**src/rtl/clk_div_pkg.sv**
```systemverilog
// Shared definitions for the divided-clock controller: state encoding,
// default field width and the config validation rule.
package clk_div_pkg;

  localparam int unsigned CW_DEF = 8;

  typedef enum logic [1:0] {
    ST_IDLE = 2'd0,
    ST_RUN  = 2'd1,
    ST_PEND = 2'd2
  } state_t;

  // A config is usable when the ratio is at least 2 and both phases are non-empty.
  function automatic logic cfg_ok(input logic [31:0] div, input logic [31:0] high);
    return (div >= 32'd2) && (high >= 32'd1) && (high < div);
  endfunction

endpackage

```
**src/rtl/div_period_cnt.sv**
```systemverilog
// Period counter for the divided clock: wrap detection plus the registered
// out / period_start compare, evaluated on next-cycle values.
module div_period_cnt
  import clk_div_pkg::*;
#(
  parameter int unsigned CW = CW_DEF
) (
  input  logic          clk,
  input  logic          reset,
  input  logic          run,
  input  logic          run_nxt,
  input  logic [CW-1:0] div,
  input  logic [CW-1:0] high_nxt,
  output logic          last_cycle_c,
  output logic          out,
  output logic          period_start
);

  logic [CW-1:0] cnt;
  logic [CW-1:0] cnt_nxt;

  assign last_cycle_c = run && (cnt == (div - CW'(1)));

  // Restart from 0 on leaving IDLE, on every wrap, and whenever stopped.
  always_comb begin
    cnt_nxt = '0;
    if (run && run_nxt && !last_cycle_c) begin
      cnt_nxt = cnt + CW'(1);
    end
  end

  always_ff @(posedge clk or negedge reset) begin
    if (!reset) begin
      cnt          <= '0;
      out          <= 1'b0;
      period_start <= 1'b0;
    end else begin
      cnt          <= cnt_nxt;
      out          <= run_nxt && (cnt_nxt < high_nxt);
      period_start <= run_nxt && (cnt_nxt == '0);
    end
  end

endmodule

```
**src/rtl/clk_div_ctrl.sv**
```systemverilog
// Run-time controller for the divided-clock generator: start/stop sequencing
// and glitch-free ratio/duty changes applied only at period boundaries.
module clk_div_ctrl
  import clk_div_pkg::*;
#(
  parameter int unsigned CW       = CW_DEF,
  parameter int unsigned DEF_DIV  = 4,
  parameter int unsigned DEF_HIGH = 1
) (
  input  logic          clk,
  input  logic          reset,
  input  logic          enable,
  input  logic          cfg_valid,
  output logic          cfg_ready,
  input  logic [CW-1:0] cfg_div,
  input  logic [CW-1:0] cfg_high,
  output logic          cfg_err,
  output logic          out,
  output logic          period_start,
  output logic          busy,
  output logic [CW-1:0] active_div
);

  state_t        state, state_nxt;
  logic [CW-1:0] active_high, pend_div, pend_high;
  logic [CW-1:0] div_nxt, high_nxt, pdiv_nxt, phigh_nxt;
  logic          last_cycle_c;
  logic          xfer_c, acc_c;

  assign xfer_c = cfg_valid && cfg_ready;
  assign acc_c  = xfer_c && cfg_ok(32'(cfg_div), 32'(cfg_high));

  always_ff @(posedge clk or negedge reset) begin
    if (!reset) state <= ST_IDLE;
    else        state <= state_nxt;
  end

  // Stops and config switches only ever happen on the last cycle of a period.
  always_comb begin
    state_nxt = state;
    unique case (state)
      ST_IDLE: if (enable) state_nxt = ST_RUN;
      ST_RUN: begin
        if (last_cycle_c && !enable) state_nxt = ST_IDLE;
        else if (acc_c)              state_nxt = ST_PEND;
      end
      ST_PEND: if (last_cycle_c) state_nxt = enable ? ST_RUN : ST_IDLE;
      default: state_nxt = ST_IDLE;
    endcase
  end

  always_comb begin
    div_nxt   = active_div;
    high_nxt  = active_high;
    pdiv_nxt  = pend_div;
    phigh_nxt = pend_high;
    unique case (state)
      ST_IDLE: if (acc_c) begin
        div_nxt  = cfg_div;
        high_nxt = cfg_high;
      end
      ST_RUN: if (acc_c) begin
        // Accepted while stopping: no further period exists, so apply directly.
        if (state_nxt == ST_IDLE) begin
          div_nxt  = cfg_div;
          high_nxt = cfg_high;
        end else begin
          pdiv_nxt  = cfg_div;
          phigh_nxt = cfg_high;
        end
      end
      ST_PEND: if (last_cycle_c) begin
        div_nxt  = pend_div;
        high_nxt = pend_high;
      end
      default: ;
    endcase
  end

  always_ff @(posedge clk or negedge reset) begin
    if (!reset) begin
      active_div  <= CW'(DEF_DIV);
      active_high <= CW'(DEF_HIGH);
      pend_div    <= CW'(DEF_DIV);
      pend_high   <= CW'(DEF_HIGH);
      cfg_err     <= 1'b0;
      cfg_ready   <= 1'b1;
      busy        <= 1'b0;
    end else begin
      active_div  <= div_nxt;
      active_high <= high_nxt;
      pend_div    <= pdiv_nxt;
      pend_high   <= phigh_nxt;
      cfg_err     <= xfer_c && !acc_c;
      cfg_ready   <= (state_nxt != ST_PEND);
      busy        <= (state_nxt != ST_IDLE);
    end
  end

  div_period_cnt #(.CW(CW)) u_cnt (
    .clk          (clk),
    .reset        (reset),
    .run          (state != ST_IDLE),
    .run_nxt      (state_nxt != ST_IDLE),
    .div          (active_div),
    .high_nxt     (high_nxt),
    .last_cycle_c (last_cycle_c),
    .out          (out),
    .period_start (period_start)
  );

endmodule

```
**config.mk**
```make
export PLATFORM = sky130hd
export DESIGN_NAME = clk_div_ctrl
export DESIGN_NICKNAME = d
export VERILOG_FILES = /design/src/rtl/clk_div_pkg.sv /design/src/rtl/div_period_cnt.sv /design/src/rtl/clk_div_ctrl.sv
export SDC_FILE = /design/constraint.sdc
export NUM_CORES = 1
export LEC_CHECK = 0
export CORE_UTILIZATION = 50
export CTS_BUF_LIST = sky130_fd_sc_hd__clkbuf_8
export DETAILED_ROUTE_END_ITERATION = 12
export GPL_TIMING_DRIVEN = 0
export PLACE_DENSITY = 0.72
export SYNTH_ARGS = -nofsm -noshare
export SYNTH_HDL_FRONTEND = slang
export SYNTH_SLANG_ARGS = --single-unit
```
**constraint.sdc**
```tcl
create_clock -name clk -period 10.46 [get_ports clk]
set_input_delay 3.138 -clock clk [delete_from_list [all_inputs] [get_ports clk]]
set_output_delay 3.138 -clock clk [all_outputs]
set_load 0.005 [all_outputs]
```
# Word-level counts from Yosys, hierarchy flattened
# Index checks and enable logic that the tools add are counted.
# totals
out_inout_bits	13
wordCells	65
register_bits	47
in_bits	20
# op_classes
muxes	17
n_reduce_logical	22
order_cmp	4
n_eq_ne	8
add_sub_neg	2
bitwise_logic	1
# op_table
op	count
$mux W8	9
$pmux W8 S3	2
$lt A8 B8 Y1	2
$logic_and A1 B1 Y1	11
$ne A2 B2 Y1 const B	5
$add A8 B1 Y8 const B	1
$eq A8 B8 Y1	1
$ge A8 B1 Y1 const B	1
$ge A8 B2 Y1 const B	1
$logic_not A8 Y1	1
$mux W2	4
$sub A8 B1 Y8 const B	1
$pmux W2 S3	1
$reduce_and A5 Y1	1
$logic_not A2 Y1	2
$reduce_bool A2 Y1	2
$logic_not A1 Y1	3
$reduce_and A3 Y1	1
$reduce_bool A3 Y1	1
$eq A2 B1 Y1 const B	1
$eq A2 B2 Y1 const B	1
$mux W1	1
$not A1 Y1	1

# Longest topological paths before layout
# Gate-level depths: netlist of the first run.
# depth
ltp_word	13
depth_mapped	16

# By module
# A second synthesis of the first run with hierarchy kept.
# unflattened
cells_unflattened	343
area_unflattened_um2	3204.3
# modules_own_cells
mod	area_per_inst_um2	seq_area_each_um2	cells_per_inst	n_inst
clk_div_ctrl	2275.9	932.1	234	1
div_period_cnt	928.4	250.2	109	1

# Worst setup path before layout of the first run
# No wires, ideal clock.
# synth_path
path_kind	input -> register
start	input cfg_div[5]
end	register u_cnt.out
setup_slack_ns	4.010
required_ns	10.365
arrival_time_ns	6.355
stages	15
cell_sequence	inv_1 ha_1 a21o_1 a21o_1 a2111o_1 nor2_1 o21ai_4 mux2i_1 o221a_2 ha_1 a21o_1 a21o_1 a21oi_1 o2111ai_1 o31ai_1
# synth_between
elab_chain_len	13
elab_cells_between_ends	19
classes_between	order compare: 3; mux: 8; reduce/logical: 8
# synth_rtl
element	line	rtl
start: declaration	clk_div_ctrl.sv:15	input logic [CW-1:0] cfg_div,
$ge A8 B2 Y1	clk_div_pkg.sv:15	return (div >= 32'd2) && (high >= 32'd1) && (high < div);
$logic_and A1 B1 Y1	clk_div_pkg.sv:15	
$logic_and A1 B1 Y1 (*)	clk_div_pkg.sv:15	
$logic_and A1 B1 Y1 (*)	clk_div_ctrl.sv:31	assign acc_c = xfer_c && cfg_ok(32'(cfg_div), 32'(cfg_high));
$mux W2	clk_div_ctrl.sv:45	else if (acc_c) state_nxt = ST_PEND;
$mux W2	clk_div_ctrl.sv:44	if (last_cycle_c && !enable) state_nxt = ST_IDLE;
$pmux W2 S3	clk_div_ctrl.sv:41	unique case (state)
$logic_not A2 Y1 or $reduce_bool A2 Y1 (tied branches)	clk_div_ctrl.sv:64, clk_div_ctrl.sv:104	
$mux W8 or $logic_and A1 B1 Y1 (tied branches)	clk_div_ctrl.sv:64, div_period_cnt.sv:27	
$mux W8 or $logic_and A1 B1 Y1 (tied branches)	clk_div_ctrl.sv:62, div_period_cnt.sv:27	
$pmux W8 S3 or $mux W8 (tied branches)	clk_div_ctrl.sv:57, div_period_cnt.sv:27	
$lt A8 B8 Y1	div_period_cnt.sv:39	out <= run_nxt && (cnt_nxt < high_nxt);
$logic_and A1 B1 Y1 (*)	div_period_cnt.sv:39	
end signal: assignment	div_period_cnt.sv:39	
end: declaration	div_period_cnt.sv:15	output logic out,
# Every way passes the cells marked *; elsewhere a longest branch is shown, timed or not.
# A chain may end at the register's enable or synchronous reset.

# Final worst setup path of the first run
# layout_path
start	input cfg_high[5]
end	register u_cnt.out
# layout_between
elab_chain_len	13
elab_cells_between_ends	19
classes_between	order compare: 3; mux: 8; reduce/logical: 8
# layout_rtl
element	line	rtl
start: declaration	clk_div_ctrl.sv:16	input logic [CW-1:0] cfg_high,
$ge A8 B1 Y1	clk_div_pkg.sv:15	
$logic_and A1 B1 Y1 (2 in series)	clk_div_pkg.sv:15	
$logic_and A1 B1 Y1	clk_div_ctrl.sv:31	
$mux W2	clk_div_ctrl.sv:45	
$mux W2	clk_div_ctrl.sv:44	
$pmux W2 S3	clk_div_ctrl.sv:41	
$logic_not A2 Y1 or $reduce_bool A2 Y1 (tied branches)	clk_div_ctrl.sv:64, clk_div_ctrl.sv:104	
$mux W8 or $logic_and A1 B1 Y1 (tied branches)	clk_div_ctrl.sv:64, div_period_cnt.sv:27	
$mux W8 or $logic_and A1 B1 Y1 (tied branches)	clk_div_ctrl.sv:62, div_period_cnt.sv:27	
$pmux W8 S3 or $mux W8 (tied branches)	clk_div_ctrl.sv:57, div_period_cnt.sv:27	
$lt A8 B8 Y1	div_period_cnt.sv:39	
$logic_and A1 B1 Y1 (*)	div_period_cnt.sv:39	
# Marked as above.

==> PnR_summary.wiki, run 1 <==
{| class="wikitable"
! Metric !! Value
|-
| Result of the run || finished, final reports clean
|-
| Net switching power || 387 µW
|-
| Pins Over Slew Limit || 0
|-
| Die W || 81.9 µm
|-
| Distinct cell type count after synthesis || 60
|-
| Slew HR || 24.1%
|-
| Startpoint type of the worst setup path || input port
|-
| TritonCTS clock tree || built
|-
| Worst clock skew on the final layout || 0.00918 ns
|-
| Resized Gates After CTS || 0
|-
| Final Cell Area || 3730 µm²
|-
| Maximum fanout encountered on the critical timing path || 8
|-
| Leading post-synthesis cells by cell area || dfrtp_1 (33%), ha_1 (6.3%), mux2_4 (5.6%)
|-
| Layout overhead on the synthesized area || 16.8%
|-
| Switching share of power || 40.1%
|-
| Primary FF master, synth || dfrtp_1
|-
| Post-synth ARST share || 100%
|-
| DR vias || 2623
|-
| Starting utilization of the core area || 52.9%
|-
| First-pass GRT wire length || 12.5 mm
|-
| Core Util, Final || 61.8%
|-
| Post-synth top area cell || dfrtp_1
|-
| Max capacitance violation total || 0
|-
| Antenna violations before repair || 0
|-
| Maximum vdd ir drop || 0.120 mV
|-
| Number of placement rows || 28
|-
| Post-DP HPWL || 5.57 mm
|-
| Instance area at placement || 3620 µm²
|-
| Overflow after GRT || 0
|-
| Clock Tree Buf Depth || 2
|-
| Maximum clock frequency || 141 MHz
|-
| Setup Fix Bufs, Post-CTS || 0
|-
| Number of search-and-repair iterations in the first detailed-routing pass || 4
|-
| Post-route insts no fill || 431
|-
| Commonest cells after routing, fill and taps aside || dfrtp_1 (42), clkdlybuf4s50_1 (31), nor2_1 (26), inv_1 (19), nand3_1 (19)
|-
| Clock latency at the later pin of the worst-skew pair || 0.30 ns
|-
| Sequential share of power || 34.2%
|-
| Clock power frac || 13.7%
|-
| Transition time at the pin with the least slew margin || 1.14 ns
|-
| Number of ports placed on the die boundary || 33
|-
| Cell internal pwr || 578 µW
|-
| Final setup violation count || 0
|-
| Critical path origin || cfg_high[5]
|-
| Total clock buffers created by CTS || 5
|-
| Number of sinks handled by clock tree synthesis || 47
|-
| Ratio of cells with drive above 1 in the final layout || 15.2%
|-
| Final clock period utilization by the worst path || 68.0%
|-
| Antenna viol nets, final || 0
|-
| Number of flops mapped to enable cells by yosys || 0
|-
| Die Y-Extent || 81.9 µm
|-
| Minimum clock period || 7.12 ns
|-
| Required time of the critical path || 10.67 ns
|-
| Leakage Power || 0.00161 µW
|-
| CP Class || in -> reg
|-
| Reg-to-Reg Start || active_div[0]
|-
| Arr. time, crit path || 7.33 ns
|-
| RD Place Congestion || 0.866
|-
| Clock transition at the registers of the reported paths || 0.09 ns
|-
| Share of the synthesized area in the top cell type || 32.9%
|-
| Worst min-delay path class || reg -> reg
|-
| Yosys Warn Count || 0
|-
| Area of the core region || 6030 µm²
|-
| CTS Hold Bufs || 0
|-
| Register area share after synthesis || 37.1%
|-
| Synthesized net count || 351
|-
| Part of the power in combinational logic || 52.2%
|-
| Average footprint of a synthesized cell || 10.1 µm²
|-
| GRT Overall Usage || 24.8%
|-
| Syn Std Cell Area || 3190 µm²
|-
| CTS Root Buffer Type || clkbuf_8
|-
| Leading cell type in the layout, fill and taps excluded || dfrtp_1
|-
| Number of global-route vias before repair || 2546
|-
| RSZ-0062 raised after global routing || false
|-
| NumNets Final || 391
|-
| Post-route worst hold slack || 0.513 ns
|-
| Final-layout setup total negative slack || 0 ns
|-
| DRC violation count after routing || 0
|-
| WL final || 7.58 mm
|-
| Area of the die || 6700 µm²
|-
| Number of hold violations in the final report || 0
|-
| Placed Cells || 423
|-
| Number of levels the H-tree was split into || 2
|-
| Average vias per placed instance || 6.09
|-
| Number of register bits inferred by synthesis || 47
|-
| Largest net degree at the start of global routing || 27
|-
| Post-synthesis cell count || 315
|-
| Number of diodes added for antenna fixing || 0
|-
| Violation count after the first detailed-route iteration || 174
|-
| Worst Min Path Start || pend_div[6]
|-
| Number of buffers inserted by port buffering || 32
|-
| Detail-routed net length per standard cell || 17.6 µm
|-
| Endpoint class of the critical path || flip-flop
|-
| Power density over the cells || 259 nW/µm²
|}
==> cell type report <==
| cell class | instances | area (µm²) |
|---|---|---|
| fill | 519 | 2300 |
| inverter | 17 | 63.8 |
| buffer | 15 | 67.6 |
| multi-input combinational | 236 | 1880 |
| timing repair buffer | 33 | 335 |
| tap | 75 | 93.8 |
| clock buffer | 5 | 68.8 |
| clock inverter | 3 | 37.5 |
| sequential | 47 | 1180 |
==> registers in the layout, summed over array words and instances, names as in the netlist <==
name / cells
busy: 1
active_div: 8
cfg_ready: 1
cfg_err: 1
pend_high: 8
state: 2
active_high: 8
u_cnt.period_start: 1
u_cnt.cnt: 8
pend_div: 8
u_cnt.out: 1
==> power groups by stage <==
| stage | clock (µW) | sequential [µW] | combinational [µW] |
|---|---|---|---|
| floorplan | 0 | 317 | 356 |
| global placement | 0 | 330 | 488 |
| detailed placement | 0 | 333 | 498 |
| CTS | 134 | 329 | 501 |
| global route | 142 | 340 | 558 |
| finish | 132 | 330 | 503 |
==> synth_stat cells, types with 3 or more instances <==
cell type,number
dfrtp_1,42
nor2_1,26
nand3_1,19
inv_1,17
ha_1,16
a21oi_1,14
mux2i_1,14
o21ai_0,13
mux2_4,12
nand2_1,12
clkbuf_1,10
a31oi_1,9
mux2_2,8
nor3_1,8
xnor2_1,8
a21o_1,7
o221ai_1,7
o221a_2,6
xor2_1,6
dfstp_2,5
nand4_1,4
or4_1,4
a21boi_0,3
and3_1,3
==> path summary, 6_finish.rpt <==
| kind | slack [ns] | depth (start not counted) | endpoint |
|---|---|---|---|
| max | 3.34 | 15 | u_cnt.out |
| min | 0.51 | 1 | pend_div[6] |
| max reg2reg | 6.09 | 16 | u_cnt.out |
| min reg2reg | 0.51 | 1 | pend_div[6] |
| max in group asynchronous | 7.06 | 2 | pend_high[0] |
| min in group asynchronous | 2.80 | 1 | active_div[5] |
==> metal layers <==
metal  up-vias  global-route usage (%)  wire (µm)
met2        76                    39.6       3520
met4         0                    6.14         80
li1       1276                       -          -
met3         7                    3.89        282
met5         -                       0          0
met1      1264                    35.1       3690
==> worst max-delay path, cell delays in order <==
cell and delay [ns]:
clkdlybuf4s50_1 0.58, ha_1 0.29, a21o_1 0.16, a21o_1 0.20, a2111o_1 0.55, nor2_1 0.53, o21ai_4 0.24, mux2i_1 0.19
o221a_2 0.29, ha_1 0.31, a21o_1 0.16, a21o_1 0.16, a21oi_1 0.18, o2111ai_1 0.13, o31ai_1 0.22
==> cells by family after synthesis <==
kind of cell | synth area share, %
multiplexers | 12.9
adder cells (fa/ha/maj) | 6.27
AO/OA/AOI/OAI | 21.2
flip-flops | 37.1
XOR/XNOR | 3.84
buffers and inverters | 4.12
AND/OR/NAND/NOR | 14.6
==> stage by stage <==
stage          worst slack (ns)  power (µW)
2_1_floorplan              4.01         673
4_1_cts                    3.35         965
5_1_grt                    3.15        1040
3_3_place_gp               3.07         818
3_5_place_dp               3.05         831
6_report                   3.34         965
No activity file was read; power rests on OpenSTA's default activity.
==> inputs of run 2 (changes only) <==
Clock period 10.46 ns to 7.01 ns, I/O delays scaled along.
==> results of run 2 <==
The final DEF is identical to that of run 1. Status: finished, final reports clean.
Among the figures that moved: setup slack after placement 3.05 ns -> 0.632 ns; setup slack after layout 3.34 ns -> 0.928 ns; register-to-register setup slack 6.09 ns -> 2.64 ns; total power 965 µW -> 1440 µW; worst IR drop on VDD 0.120 mV -> 0.180 mV
==> inputs of run 3 (changes only) <==
Settings changed: GPL_TIMING_DRIVEN 0 to default, SETUP_SLACK_MARGIN from default to 0.3.
==> run 3 against run 2 <==
Clock skew down 0.0016 ns. Maximum frequency increased by 1.3%. Cell count shrank 3.5%. Final area decreased by 1.8%. Critical endpoint unchanged. Clock power grew 7%. Setup slack better by 0.080 ns. Total power decreased by 1.1%. Combinational power is 9.1% lower. Highest routed layer unchanged. Wire length decreased by 3.4%.
==> PnR_summary.wiki, run 3 (synthesis results as in run 1) <==
{| class="wikitable"
! Metric !! Value
|-
| Result of the run || finished, final reports clean
|-
| DR vias || 2553
|-
| Worst Slack Setup Final || 1.01 ns
|-
| Required time of the critical path || 7.23 ns
|-
| Leading cell type in the layout, fill and taps excluded || dfrtp_1
|-
| CTS Hold Bufs || 0
|-
| Multi-input logic area || 1880 µm²
|-
| CP bufs+invs || 2
|-
| Worst min-delay path class || reg -> reg
|-
| Number of ports placed on the die boundary || 33
|-
| CP Class || in -> reg
|-
| Final-layout setup total negative slack || 0 ns
|-
| GRT Overall Usage || 24.5%
|-
| Maximum clock frequency || 167 MHz
|-
| Number of search-and-repair iterations in the first detailed-routing pass || 5
|-
| Power density over the cells || 389 nW/µm²
|-
| Number of sinks handled by clock tree synthesis || 47
|-
| Maximum vdd ir drop || 0.291 mV
|-
| Number of diodes added for antenna fixing || 0
|-
| Max capacitance violation total || 0
|-
| Critical Path Max Stage Delay || 0.53 ns
|-
| Slew HR || 29.5%
|-
| Transition time at the pin with the least slew margin || 1.06 ns
|-
| Final setup violation count || 0
|-
| Number of placement rows || 28
|-
| Minimum clock period || 6.00 ns
|-
| Fill cell count || 531
|-
| NumNets Final || 376
|-
| Endpoint class of the critical path || flip-flop
|-
| Most frequent cell on the critical path || a21o_1
|-
| Pins Over Slew Limit || 0
|-
| Ratio of cells with drive above 1 in the final layout || 15.2%
|-
| RSZ-0062 raised after global routing || false
|-
| Worst clock skew on the final layout || 0.00763 ns
|-
| Setup Fix Bufs, Post-CTS || 0
|-
| TritonCTS clock tree || built
|-
| Final clock period utilization by the worst path || 85.6%
|-
| Antenna viol nets, final || 0
|-
| Violation count after the first detailed-route iteration || 167
|-
| Setup WS pre-CTS || 0.704 ns
|-
| Clock latency at the later pin of the worst-skew pair || 0.30 ns
|-
| Sum of internal, switching and leakage power || 1420 µW
|-
| Reg-to-Reg Start || active_div[0]
|-
| Setup slack of the worst register-to-register path || 2.49 ns
|-
| Worst Min Path Start || pend_high[6]
|-
| Die W || 81.9 µm
|-
| Maximum fanout encountered on the critical timing path || 8
|-
| Final Cell Area || 3660 µm²
|-
| Commonest cells after routing, fill and taps aside || dfrtp_1 (42), clkdlybuf4s50_1 (31), nor2_1 (26), nand3_1 (19), inv_1 (17)
|-
| Slowest-stage cell, CP || a2111o_1
|-
| DRC violation count after routing || 0
|-
| Leakage Power || 0.00157 µW
|-
| Number of buffers inserted by port buffering || 32
|-
| Number of global-route vias before repair || 2467
|-
| CTS Root Buffer Type || clkbuf_8
|-
| Area of the die || 6700 µm²
|-
| WL final || 7.32 mm
|-
| Post-DP HPWL || 5.40 mm
|-
| Number of hold violations in the final report || 0
|-
| Instance area at placement || 3540 µm²
|-
| Resized Gates After CTS || 0
|-
| Critical path, cell by cell || clkdlybuf4s50_1 > inv_1 > ha_1 > a21o_1 > a21o_1 > a2111o_1 > nor2_1 > o21ai_4 > mux2i_1 > o221a_2 > ha_1 > a21o_1 > a21o_1 > a21oi_1 > o2111ai_1 > o31ai_1
|-
| Antenna violations before repair || 0
|-
| Die Y-Extent || 81.9 µm
|-
| First-pass GRT wire length || 12.3 mm
|-
| Critical path origin || cfg_div[5]
|-
| Arr. time, crit path || 6.22 ns
|-
| Largest net degree at the start of global routing || 48
|-
| Detail-routed net length per standard cell || 17.6 µm
|-
| Area of the core region || 6030 µm²
|-
| Crit path max-delay family || compound AO/OA/AOI/OAI gates
|-
| Startpoint type of the worst setup path || input port
|-
| Overflow after GRT || 0
|-
| RD Place Congestion || 0.833
|-
| Starting utilization of the core area || 52.9%
|-
| Clock transition at the registers of the reported paths || 0.09 ns
|-
| Total clock buffers created by CTS || 5
|-
| Seq. cell area || 1180 µm²
|-
| Layout overhead on the synthesized area || 14.6%
|-
| Number of levels the H-tree was split into || 2
|-
| Average vias per placed instance || 6.14
|-
| Clock Tree Buf Depth || 2
|}
## run 3: changes by cell type in the layout (fill, tap and decap cells not counted)
cell,before,now
buf_1,1,0
buf_12,1,0
buf_2,3,1
buf_4,0,1
buf_6,1,0
clkbuf_1,10,0
clkbuf_2,1,0
clkbuf_8,5,6
clkinv_2,0,1
inv_1,19,17
## run 3: stage by stage
stage,cells,utilization [%],hold WS (ns)
after global placement,408,58.7,0.487
after global routing,416,60.7,0.527
after detailed placement,408,58.7,0.495
after CTS,416,60.7,0.515
after floorplan,315,-,0.479
final,416,60.7,0.514
## run 3: area by class of cell
| type | instances | share of cell area, % |
|---|---|---|
| tap | 75 | 2.57 |
| timing repair buffer | 33 | 8.83 |
| clock buffer | 6 | 2.26 |
| inverter | 17 | 1.74 |
| clock inverter | 2 | 0.958 |
| multi-input combinational | 236 | 51.3 |
| sequential | 47 | 32.3 |
## run 3: worst paths after layout
path                            endpoint  cells after the start
max                            u_cnt.out                     16
min                         pend_high[6]                      1
max reg2reg                    u_cnt.out                     15
min reg2reg                 pend_high[6]                      1
max in group asynchronous   pend_high[1]                      1
min in group asynchronous  active_div[3]                      1
## run 3: metal layers
| layer | track usage [%] | wire (µm) | up-vias |
|---|---|---|---|
| li1 | - | - | 1240 |
| met1 | 34.7 | 3420 | 1239 |
| met2 | 37.9 | 3470 | 68 |
| met3 | 5.11 | 361 | 6 |
| met4 | 6.67 | 65 | 0 |
| met5 | 0 | 0 | - |
## run 3: where the power goes
| group | switching [µW] | internal (µW) |
|---|---|---|
| Clock | 94.1 | 116 |
| Combinational | 333 | 350 |
| Sequential | 137 | 395 |
## run 3: worst reg2reg max path: cells and delay by family, from the launching register on
| kind | cells | cell delay, ns |
|---|---|---|
| AOI/OAI and AO/OA | 8 | 2.05 |
| and+or+nand+nor | 4 | 1.39 |
| adders and majority gates | 2 | 0.46 |
| DFF | 1 | 0.44 |
| buffers and inverters | 1 | 0.10 |
==> variant 1, RTL diff (settings of run 3) <==
The 3 states of `state_t` get a one-hot encoding in 3 bits.
--- a/src/rtl/clk_div_pkg.sv
+++ b/src/rtl/clk_div_pkg.sv
@@ -4,10 +4,10 @@
 
   localparam int unsigned CW_DEF = 8;
 
-  typedef enum logic [1:0] {
-    ST_IDLE = 2'd0,
-    ST_RUN  = 2'd1,
-    ST_PEND = 2'd2
+  typedef enum logic [2:0] {
+    ST_IDLE = 3'b001,
+    ST_RUN  = 3'b010,
+    ST_PEND = 3'b100
   } state_t;
 
   // A config is usable when the ratio is at least 2 and both phases are non-empty.
Check against the original RTL: same outputs for any inputs over 10 cycles, from zero or initial values and one cycle with reset low; not proved beyond that.
==> variant 1 against run 3 <==
  * Sequential cell count rose by 1
  * Via count rose by 8.5%
  * Total power fell by 3.5%
  * Worst setup slack improved by 0.31 ns
  * Area after synthesis rose by 2.0%
  * Wire length rose by 5.4%
  * Critical endpoint unchanged
  * Die area rose by 2.0%
  * Cell area rose by 1.5%
==> variant 1: results (changes against run 3) <==
ranking of synthesized cells by area=dfrtp_1, ha_1, dfstp_2 (was dfrtp_1, ha_1, mux2_4); post_cts resized=0 (unchanged); Worst Max-Slew Pin Slew=1.09 ns (was 1.06 ns); depth of the CTS H-tree=2 (unchanged); Sw Ratio=0.396 (about the same); share of cells above drive strength 1=0.0892 (was 0.152); Post-synth top cells=dfrtp_1, nor2_1, nand2_1 (was dfrtp_1, nor2_1, nand3_1); Num CTS Buffers=5 (unchanged); nets@finish=405 (was 376); vias after detailed routing=2770 (was 2553); Max-Cap Viols=0 (unchanged); initial drt markers=132 (was 167); Post-Synth Adder-Cell Area=0.0615 (was 0.0627); vias in the first global route=2562 (was 2467); Worst IR Drop VDD=0.206 mV (was 0.291 mV); R2R cell count=16 (was 15); largest net degree at the start of global routing=49 (was 48); TritonRoute pass-1 iters=5 (unchanged); # port buffers=32 (unchanged); largest fanout on the critical path=13 (was 8); Post-Syn Nets=378 (was 351); Lkg Pwr=1.56 nW (was 1.57 nW); warnings from Yosys=0 (unchanged); detailed placement HPWL=5.77 mm (was 5.40 mm); gpl congestion=0.865 (was 0.833); sequential-to-total area share from yosys stat=0.371 (about the same); Tot GR Track Use=0.250 (was 0.245); final worst setup slack=1.32 ns (was 1.01 ns); status=complete, no violations (unchanged); fill cell count=565 (was 531); CTS Buffer Depth=2 (unchanged); Unique masters post-synth=59 (was 60); clock skew=0.00680 ns (was 0.00763 ns); worst hold margin=0.469 ns (was 0.514 ns); R2R Setup Slk=2.95 ns (was 2.49 ns); Critical Path AT=5.94 ns (was 6.22 ns); Synth Area in XOR/XNOR=0.0431 (was 0.0384); Post-Place Worst Slack=1.10 ns (was 0.704 ns); final wirelength=7.72 mm (was 7.32 mm); worst-skew pair later-pin latency=slightly above 0.3 ns; placed inst area=3600 um^2 (was 3540 um^2); global-route wire length before repair=12.7 mm (was 12.3 mm); post-synthesis mux area share=0.0742 (was 0.129); Hold Crit Depth=2 (was 1); Compound-Gate Fraction of Synth Area=0.214 (was 0.212)
## variant 1: changes by cell type in the layout (fill, tap and decap cells not counted), sizes merged, moves of 6 or more
cell / run 3 / this run
o21ai: 14 / 22
nand2: 12 / 22
nand2b: 2 / 8
nand3b: 1 / 8
o22a: 0 / 7
o221ai: 7 / 0
o21a: 0 / 8
o221a: 8 / 0
mux2i: 14 / 5
a31oi: 9 / 3
and3b: 1 / 7
nand3: 20 / 11
a211oi: 1 / 12
## variant 1: cells by family (layout without fill, tap and decap cells)
family / after synthesis / count (layout)
flip-flops: 48 / 48
XOR/XNOR: 16 / 16
buffers and inverters: 25 / 53
multiplexers: 20 / 20
AND/OR/NAND/NOR: 117 / 117
adder cells (fa/ha/maj): 16 / 16
AO/OA/AOI/OAI: 100 / 100
## variant 1: final timing paths
check / start / endpoint
worst max-delay path: cfg_high[7] / u_cnt.out$_DFF_PN0_
worst min-delay path: pend_div[2]$_DFFE_PN1P_ / pend_div[2]$_DFFE_PN1P_
worst max register to register: active_div[0]$_DFFE_PN0P_ / u_cnt.out$_DFF_PN0_
worst min register to register: pend_div[2]$_DFFE_PN1P_ / pend_div[2]$_DFFE_PN1P_
max in group asynchronous: reset / pend_high[7]$_DFFE_PN0P_
min in group asynchronous: reset / active_div[3]$_DFFE_PN0P_
## variant 1: routing by layer
layer / wire length, um / global-route usage / up-vias
met5: 0 / 0 / -
met4: 89 / 0.0741 / 0
met3: 416 / 0.0462 / 11
met2: 3600 / 0.409 / 97
met1: 3610 / 0.336 / 1337
li1: - / - / 1325
## variant 1: stage by stage
step	util	instances
2_1_floorplan	-	342
3_3_place_gp	0.570	439
3_5_place_dp	0.570	439
4_1_cts	0.588	447
5_1_grt	0.588	447
6_report	0.588	447
## variant 1: critical path, stage by stage
cell	delay [ns]
clkdlybuf4s50_1	0.60
ha_1	0.29
nand2_1	0.09
a2bb2oi_1	0.23
nand4_1	0.25
a21o_1	0.38
or3_4	0.52
a21oi_1	0.22
o22ai_1	0.11
ha_1	0.32
a21o_1	0.17
a21oi_1	0.13
o21ai_0	0.09
a21oi_1	0.17
o31a_1	0.16
a31o_1	0.10
## variant 1: power groups by stage
stage	sequential, mW	clock [mW]	combinational, mW
6_report	0.497	0.202	0.676
5_1_grt	0.514	0.220	0.754
4_1_cts	0.497	0.208	0.674
2_1_floorplan	0.476	0	0.481
3_5_place_dp	0.503	0	0.670
3_3_place_gp	0.497	0	0.651
## variant 1: cell type report
type                       instances  area [um^2]  share of cell area
clock inverter                     3         42.5              0.0115
tap                               77         96.3              0.0260
clock buffer                       5         68.8              0.0185
inverter                          12         45.0              0.0121
multi-input combinational        269         1930               0.519
timing repair buffer              33          323              0.0870
sequential                        48         1210               0.326
==> variant 2, RTL diff (settings of run 3) <==
Without the edit above. Set the package constant `CW_DEF` to 16 (it was 8).
--- a/src/rtl/clk_div_pkg.sv
+++ b/src/rtl/clk_div_pkg.sv
@@ -2,7 +2,7 @@
 // default field width and the config validation rule.
 package clk_div_pkg;
 
-  localparam int unsigned CW_DEF = 8;
+  localparam int unsigned CW_DEF = 16;
 
   typedef enum logic [1:0] {
     ST_IDLE = 2'd0,
Ports: changed (resized active_div, cfg_div and cfg_high); port bits go from 33 to 57. The function was not compared with the original's and may differ.
==> variant 2 against run 3 <==
  * Sequential power rose by 76%
  * Final cell count is 78% higher
  * Sequential cell count rose by 40
  * Worst setup slack worse by 0.13 ns
  * Cell area is 79% higher
  * Wire length is 94% higher
  * Total power increased by 72%
  * Critical endpoint unchanged
  * Area after synthesis up 79%
  * Critical path depth rose by 3
==> variant 2: results (changes against run 3) <==
DRT met1 WL=6.77 mm (was 3.42 mm); largest fanout on the critical path=7 (was 8); Clock transition at path regs=about 0.080 ns; gpl congestion=0.871 (was 0.833); sequential-to-total area share from yosys stat=0.383 (was 0.371); largest net degree at the start of global routing=53 (was 48); vias after detailed routing=4377 (was 2553); placed inst area=6370 um^2 (was 3540 um^2); Lkg Pwr=2.75 nW (was 1.57 nW); final wirelength=14.2 mm (was 7.32 mm); nets@finish=663 (was 376); depth of the CTS H-tree=3 (was 2); met3 WL=478 um (was 361 um); share of cells above drive strength 1=0.178 (was 0.152); status=complete, no violations (unchanged); vias in the first global route=4339 (was 2467); Critical Path Slowest Stage Cell=clkdlybuf4s50_1 (was a2111o_1); detailed placement HPWL=10.9 mm (was 5.40 mm); worst-skew pair later-pin latency=0.37 ns (was 0.30 ns); highest metal used=met4 (unchanged); Setup Buffers After CTS=0 (unchanged); clock root buffer=clkbuf_8 (unchanged); Num CTS Buffers=9 (was 5); ranking of synthesized cells by area=dfrtp_1, mux2_2, mux2i_1 (was dfrtp_1, ha_1, mux2_4); # port buffers=56 (was 32); asr flop ratio synth=1.00 (unchanged); R2R cell count=18 (was 15); initial drt markers=338 (was 167); clock skew=0.0116 ns (was 0.00763 ns); worst stage delay on the critical path=0.52 ns; Tot GR Track Use=0.264 (was 0.245); Hold Crit Depth=1 (unchanged); Worst Max-Slew Pin Slew=1.19 ns (was 1.06 ns); global-route wire length before repair=23.2 mm (was 12.3 mm); Pint=1.51 mW (was 0.860 mW); Post-synth top cells=dfrtp_1, mux2_2, mux2i_1 (was dfrtp_1, nor2_1, nand3_1); Post-Syn Nets=615 (was 351); met2 wire len=6.55 mm (was 3.47 mm); Worst IR Drop VDD=0.194 mV (was 0.291 mV)
-- variant 2: final timing paths --
| check | startpoint | slack, ns | end |
|---|---|---|---|
| max | cfg_div[1] | 0.88 | u_cnt.out$_DFF_PN0_ |
| min | pend_div[9]$_DFFE_PN0P_ | 0.51 | pend_div[9]$_DFFE_PN0P_ |
| max reg2reg | active_div[0]$_DFFE_PN0P_ | 2.14 | u_cnt.out$_DFF_PN0_ |
| min reg2reg | pend_div[9]$_DFFE_PN0P_ | 0.51 | pend_div[9]$_DFFE_PN0P_ |
| max in group asynchronous | reset | 4.31 | u_cnt.cnt[8]$_DFF_PN0_ |
| min in group asynchronous | reset | 1.67 | pend_div[8]$_DFFE_PN0P_ |
-- variant 2: power groups by stage --
stage               registers, mW  logic (mW)  clock network [mW]
floorplan                   0.870       0.853                   0
global placement            0.930        1.14                   0
detailed placement          0.942        1.18                   0
CTS                         0.932        1.19               0.331
global route                0.969        1.31               0.350
finish                      0.936        1.19               0.323
-- variant 2: cell families after synthesis --
group | count (synthesis) | share of synthesized area
flops | 87 | 0.383
mux | 112 | 0.211
compound gates | 83 | 0.101
xor+xnor | 39 | 0.0625
fa+ha+maj | 32 | 0.0702
buf+inv | 46 | 0.0360
simple gates | 148 | 0.138
-- variant 2: final cells by class --
type	instances	area, um^2
repair buffers	63	611
clock buffers	11	151
clock inverters	5	25.0
multi-input cells	414	3330
well taps	140	175
flip-flops and latches	87	2180
fillers	929	4440
inverters	20	75.1
-- variant 2: worst reg2reg max path: stages (launching register included) --
cell       delay (ns)
dfrtp_1          0.45
inv_1            0.12
ha_1             0.34
nor3b_1          0.33
xnor2_1          0.13
nor3_1           0.20
nand4_1          0.28
or4_1            1.03
mux2i_1          0.27
mux2_2           0.33
ha_1             0.32
a21o_1           0.16
a21o_1           0.18
a21oi_1          0.14
nor2_1           0.05
nor2_1           0.08
o21a_1           0.14
o2111ai_1        0.10
o21ai_0          0.15
-- variant 2: layer usage --
metal	vias up	global-route usage
met5	-	0
met4	0	0.112
met3	30	0.0371
met2	110	0.411
met1	2146	0.367
li1	2091	-
-- variant 2: per-stage QoR --
| stage | utilization | hold WS (ns) | setup slack, ns | total power [mW] | instances |
|---|---|---|---|---|---|
| floorplan | - | 0.480 | 1.46 | 1.72 | 547 |
| global placement | 0.580 | 0.490 | 0.776 | 2.07 | 724 |
| detailed placement | 0.580 | 0.495 | 0.527 | 2.12 | 724 |
| CTS | 0.596 | 0.516 | 0.919 | 2.45 | 740 |
| global route | 0.596 | 0.535 | 0.394 | 2.63 | 740 |
| finish | 0.596 | 0.511 | 0.876 | 2.45 | 740 |
